File: config.mk
export PLATFORM = sky130hd
export DESIGN_NAME = mem_arbiter
export DESIGN_NICKNAME = d
export VERILOG_FILES = /design/src/rtl/mem_arb_pkg.sv /design/src/rtl/arb_pick.sv /design/src/rtl/mem_arbiter.sv
export SDC_FILE = /design/constraint.sdc
export NUM_CORES = 1
export LEC_CHECK = 0
export CAP_MARGIN = 20
export CORE_MARGIN = 3
export CORE_UTILIZATION = 36
export DETAILED_ROUTE_END_ITERATION = 10
export PLACE_DENSITY = 0.76
export SLEW_MARGIN = 10
export SYNTH_ARGS = -nofsm -noshare
export SYNTH_HDL_FRONTEND = slang
export SYNTH_SLANG_ARGS = --single-unit
File: constraint.sdc
create_clock -name clk -period 1.6 [get_ports clk]
set_input_delay 0.48 -clock clk [delete_from_list [all_inputs] [get_ports clk]]
set_output_delay 0.48 -clock clk [all_outputs]
set_load 0.03 [all_outputs]
File: src/rtl/mem_arb_pkg.sv
// Shared types and constants for the two-port memory arbiter.
package mem_arb_pkg;

  typedef enum logic [1:0] {
    IDLE,
    ACCESS,
    WAIT,
    DONE
  } state_t;

  localparam logic OWN_IF = 1'b0;
  localparam logic OWN_D  = 1'b1;

  // Wide enough for the maximum MEM_LATENCY of 15.
  localparam int CNT_W = 4;

endpackage

File: src/rtl/arb_pick.sv
// Combinational winner selection between the fetch and data requesters.
// DATA_PRIORITY_EN selects fixed data-first priority instead of round-robin.
module arb_pick
  import mem_arb_pkg::*;
(
  input  logic if_req,
  input  logic d_req,
  input  logic last,
  output logic owner
);

  always_comb begin
`ifdef DATA_PRIORITY_EN
    owner = d_req ? OWN_D : OWN_IF;
`else
    if (if_req && d_req) owner = (last == OWN_D) ? OWN_IF : OWN_D;
    else                 owner = d_req ? OWN_D : OWN_IF;
`endif
  end

endmodule

File: src/rtl/mem_arbiter.sv
// Two-requester (fetch/data) arbiter onto a single fixed-latency memory port.
// Optional macro DATA_PRIORITY_EN: data requester always wins ties.
module mem_arbiter
  import mem_arb_pkg::*;
#(
  parameter int MEM_LATENCY = 1
) (
  input  logic        clk,
  input  logic        reset,
  input  logic        if_req,
  input  logic [31:0] if_addr,
  input  logic [31:0] if_wdata,
  input  logic        if_we,
  output logic        if_gnt,
  output logic        if_rvalid,
  output logic [31:0] if_rdata,
  input  logic        d_req,
  input  logic [31:0] d_addr,
  input  logic [31:0] d_wdata,
  input  logic        d_we,
  output logic        d_gnt,
  output logic        d_rvalid,
  output logic [31:0] d_rdata,
  output logic        mem_en,
  output logic        mem_we,
  output logic [31:0] mem_addr,
  output logic [31:0] mem_wdata,
  input  logic [31:0] mem_rdata,
  output logic        busy
);

  localparam logic [CNT_W-1:0] LAT = CNT_W'(MEM_LATENCY);

  state_t            state, nxt;
  logic              owner_q, last_q, pick;
  logic [31:0]       addr_q, wdata_q;
  logic              we_q;
  logic [CNT_W-1:0]  cnt;
  logic              wait_last;

  arb_pick u_pick (
    .if_req (if_req),
    .d_req  (d_req),
    .last   (last_q),
    .owner  (pick)
  );

  assign wait_last = (cnt == CNT_W'(1));

  always_ff @(posedge clk) begin
    if (reset) begin
      state    <= IDLE;
      owner_q  <= OWN_IF;
      last_q   <= OWN_D;
      addr_q   <= '0;
      wdata_q  <= '0;
      we_q     <= 1'b0;
      cnt      <= '0;
      if_rdata <= '0;
      d_rdata  <= '0;
    end else begin
      state <= nxt;
      case (state)
        IDLE: if (if_req || d_req) begin
          owner_q <= pick;
          last_q  <= pick;
          addr_q  <= (pick == OWN_D) ? d_addr  : if_addr;
          wdata_q <= (pick == OWN_D) ? d_wdata : if_wdata;
          we_q    <= (pick == OWN_D) ? d_we    : if_we;
        end
        ACCESS: cnt <= LAT;
        WAIT: begin
          cnt <= cnt - CNT_W'(1);
          // Capture on the final latency cycle; writes leave rdata untouched.
          if (wait_last && !we_q) begin
            if (owner_q == OWN_D) d_rdata  <= mem_rdata;
            else                  if_rdata <= mem_rdata;
          end
        end
        default: ;
      endcase
    end
  end

  always_comb begin
    nxt       = state;
    mem_en    = 1'b0;
    mem_we    = 1'b0;
    if_gnt    = 1'b0;
    d_gnt     = 1'b0;
    if_rvalid = 1'b0;
    d_rvalid  = 1'b0;
    busy      = (state != IDLE);
    case (state)
      IDLE:   if (if_req || d_req) nxt = ACCESS;
      ACCESS: begin
        mem_en = 1'b1;
        mem_we = we_q;
        if_gnt = (owner_q == OWN_IF);
        d_gnt  = (owner_q == OWN_D);
        nxt    = WAIT;
      end
      WAIT:   if (wait_last) nxt = DONE;
      DONE: begin
        if_rvalid = (owner_q == OWN_IF);
        d_rvalid  = (owner_q == OWN_D);
        nxt       = IDLE;
      end
      default: nxt = IDLE;
    endcase
  end

  assign mem_addr  = addr_q;
  assign mem_wdata = wdata_q;

endmodule

==> impl_metrics.ini <==
[sta]
worstMarginPinSlew_ps = 337
setup_slack_ps = -196
hold_ws_ps = 383
fin_skew_ps = 14.3
fmaxAchievable_mhz = 557
fin_crit_ps = 1800
finalSetupViolCount = 35
slew_violations = 0
max-slew-margin-rel = 0.775
finalCritPeriodShare = 1.12
rsz0062_at_grt = true
hold_viol = 0

[floorplan]
rows = 46
io_pins = 301
fp.dieH_um = 135
fp.dieW_um = 135
initial_core_util = 0.373
core_area_um2 = 16100
die-area_um2 = 18200

[clock_tree]
path_clk_slew_ps = 60
ctsHoldBuffers = 0
cts.sinks = 137
cts_buffers = 17
htreeDepth = 4
insertion_delay_ps = 420
root_buffer = clkbuf_16
clock_path_buffers = 2
tritoncts = yes

[synthesis]
synth_fp_nets = 764
synth_cell_type_count = 34
syn-cell-area_um2 = 5980
synthCells = 592
ys_seq_area_frac = 0.458
yosys_warnings = 0
yosys_register_bits = 137
syn_avg_cell_area_um2 = 10.1

[worst_setup_path]
critPathSlowestCell = dfxtp_2
critPathLaunchType = flop
crit_path_end_kind = primary output
arrival_ps = 1320
startpoint = state[0]$_SDFFE_PP0P_
cp.required_ps = 1120
r2r_start = state[1]$_SDFFE_PP0P_
criticalPathCategory = flop to primary output
slowest_delay_ps = 320
endpoint = mem_we
path_depth = 4
r2r_setup_slack_ps = -110
worst-path-buf-inv = 2
crit_fanout = 4
crit_family = flip-flops
regToRegEndpoint = d_rdata[4]$_SDFFE_PP0P_
ff2ff_path_depth = 8
crit_chain = buf_6 -> ha_4 -> and2_4 -> buf_6
crit_top_cell = buf_6

[routing]
wl_um = 20200
drc = 0
vias = 5510
first_pass_iters = 6
drt_iter0_drc = 160
vias_per_cell = 4.81
ant_nets = 0
drt-wirelength-per-cell_um = 17.6

[pwr]
p_leak_nw = 4.29
vdd_drop_max_mv = 0.835
p_per_area_nw_per_um2 = 1450

[run_status]
violations = negative setup slack
status = finished, violations left

[finish]
nets = 1088
stdcell_area_um2 = 10900
diodes = 0
final_common_cell = clkdlybuf4s50_1
multiInputGateArea_um2 = 3160
final_cells = 1145
seq_area_um2 = 2750
drive_gt1_frac = 0.276
syn_to_final_growth_pct = 81.9
fillers = 1162
layout_common_cells = clkdlybuf4s50_1, dfxtp_1, mux2i_1

[grt]
grt_usage = 0.200
antenna_found_initial = 0
grt_pass1_vias = 5335
gr-total-overflow = 0
grt_pass1_wl_um = 28500
grt_max_degree = 54

[place]
post-place-cells = 1087
dpl_cell_area_um2 = 9630
detailed_place_hpwl_um = 13600
io_buffers = 300
routabilityCongestion = 0.829

[hold_path]
hold_path_class = input port to flop
hold_path.startpoint = reset

[job]
maxCapViolations = 0
flip-flops by register name, indices dropped and copies added (netlist names):
| register | count |
|---|---|
| d_rdata | 32 |
| mem_addr | 32 |
| state | 2 |
| cnt | 4 |
| we_q | 1 |
| if_rdata | 32 |
| mem_wdata | 32 |
| last_q | 1 |
| owner_q | 1 |
metal layers:
metal / global-route usage / share of wire / vias up
met5: 0 / 0 / -
met4: 0.0700 / 0.022 / 0
met3: 0.0760 / 0.087 / 29
met2: 0.345 / 0.49 / 230
met1: 0.228 / 0.40 / 2537
li1: - / - / 2714
cell usage after synthesis, drive strengths merged:
master / count / area share
nand4b: 1 / 0.0015
o32ai: 2 / 0.0029
a211oi: 65 / 0.082
buf: 20 / 0.024
clkbuf: 28 / 0.018
mux2i: 130 / 0.22
or3: 2 / 0.0021
nor3b: 1 / 0.0013
nand2b: 101 / 0.11
o21ai: 2 / 0.0017
or4: 2 / 0.0038
inv: 8 / 0.0050
a221oi: 1 / 0.0015
and2b: 1 / 0.0013
or2: 1 / 0.0010
nor2: 67 / 0.042
nand3: 1 / 0.00084
nor2b: 2 / 0.0021
nor4: 2 / 0.0031
ha: 6 / 0.013
dfxtp: 137 / 0.46
a2bb2oi: 1 / 0.0015
a31oi: 1 / 0.0010
a21oi: 4 / 0.0033
o21a: 1 / 0.0013
nand2: 1 / 0.00063
and2: 3 / 0.0031
a21boi: 1 / 0.0013
area by class of cell:
| type | instances | share of cell area |
|---|---|---|
| Inverter | 8 | 0.00322 |
| Multi-Input combinational cell | 400 | 0.290 |
| Timing Repair Buffer | 352 | 0.376 |
| Clock inverter | 14 | 0.0137 |
| Tap cell | 216 | 0.0248 |
| Sequential cell | 137 | 0.253 |
| Clock buffer | 18 | 0.0394 |
what timing repair did:
action                     CTS  global route
pin swaps                    7             8
cloned                       3            10
setup endpoints to repair  119           131
setup buffers                5             8
gates resized for setup    347            37
metrics by stage:
stage | setup TNS, ps | utilization | total power [W] | setup WS (ps)
final | -2050 | 0.678 | 0.0157 | -196
after global routing | -5570 | 0.678 | 0.0165 | -238
after CTS | -2240 | 0.657 | 0.0151 | -217
after detailed placement | -24370 | 0.600 | 0.0110 | -441
after global placement | -22100 | 0.600 | 0.0109 | -380
after floorplan | -2890 | - | 0.00793 | -39.5
where the power goes:
part           total, W  internal [W]  switching, W
combinational   0.00731       0.00358       0.00373
sequential      0.00458       0.00410      0.000483
clock           0.00385       0.00230       0.00155
total            0.0157       0.00998       0.00576
worst register-to-register path, delay by kind of cell, from the launching register on:
kind,cells,cell delay (ps)
buffers and inverters,4,720
DFF,1,390
and+or+nand+nor,2,200
muxes,1,200
adders and majority gates,1,140
how the worst min path moves through the flow:
stage                     slack, ps                       end  cells after the start
final                           380       cnt[1]$_SDFFE_PP0P_                      2
after detailed placement        460   d_rdata[6]$_SDFFE_PP0P_                      2
after floorplan                 450       cnt[1]$_SDFFE_PP0P_                      2
after global routing            370       cnt[0]$_SDFFE_PP0P_                      2
after CTS                       360       cnt[2]$_SDFFE_PP0P_                      2
after global placement          460  d_rdata[14]$_SDFFE_PP0P_                      2
cells by family after synthesis:
| kind of cell | Yosys count | synth area share |
|---|---|---|
| AOI/OAI and AO/OA | 78 | 0.0960 |
| adders and majority gates | 6 | 0.0125 |
| buffers and inverters | 56 | 0.0470 |
| DFF | 137 | 0.458 |
| muxes | 130 | 0.217 |
| and+or+nand+nor | 185 | 0.169 |
(Power assumes the default switching activity.)
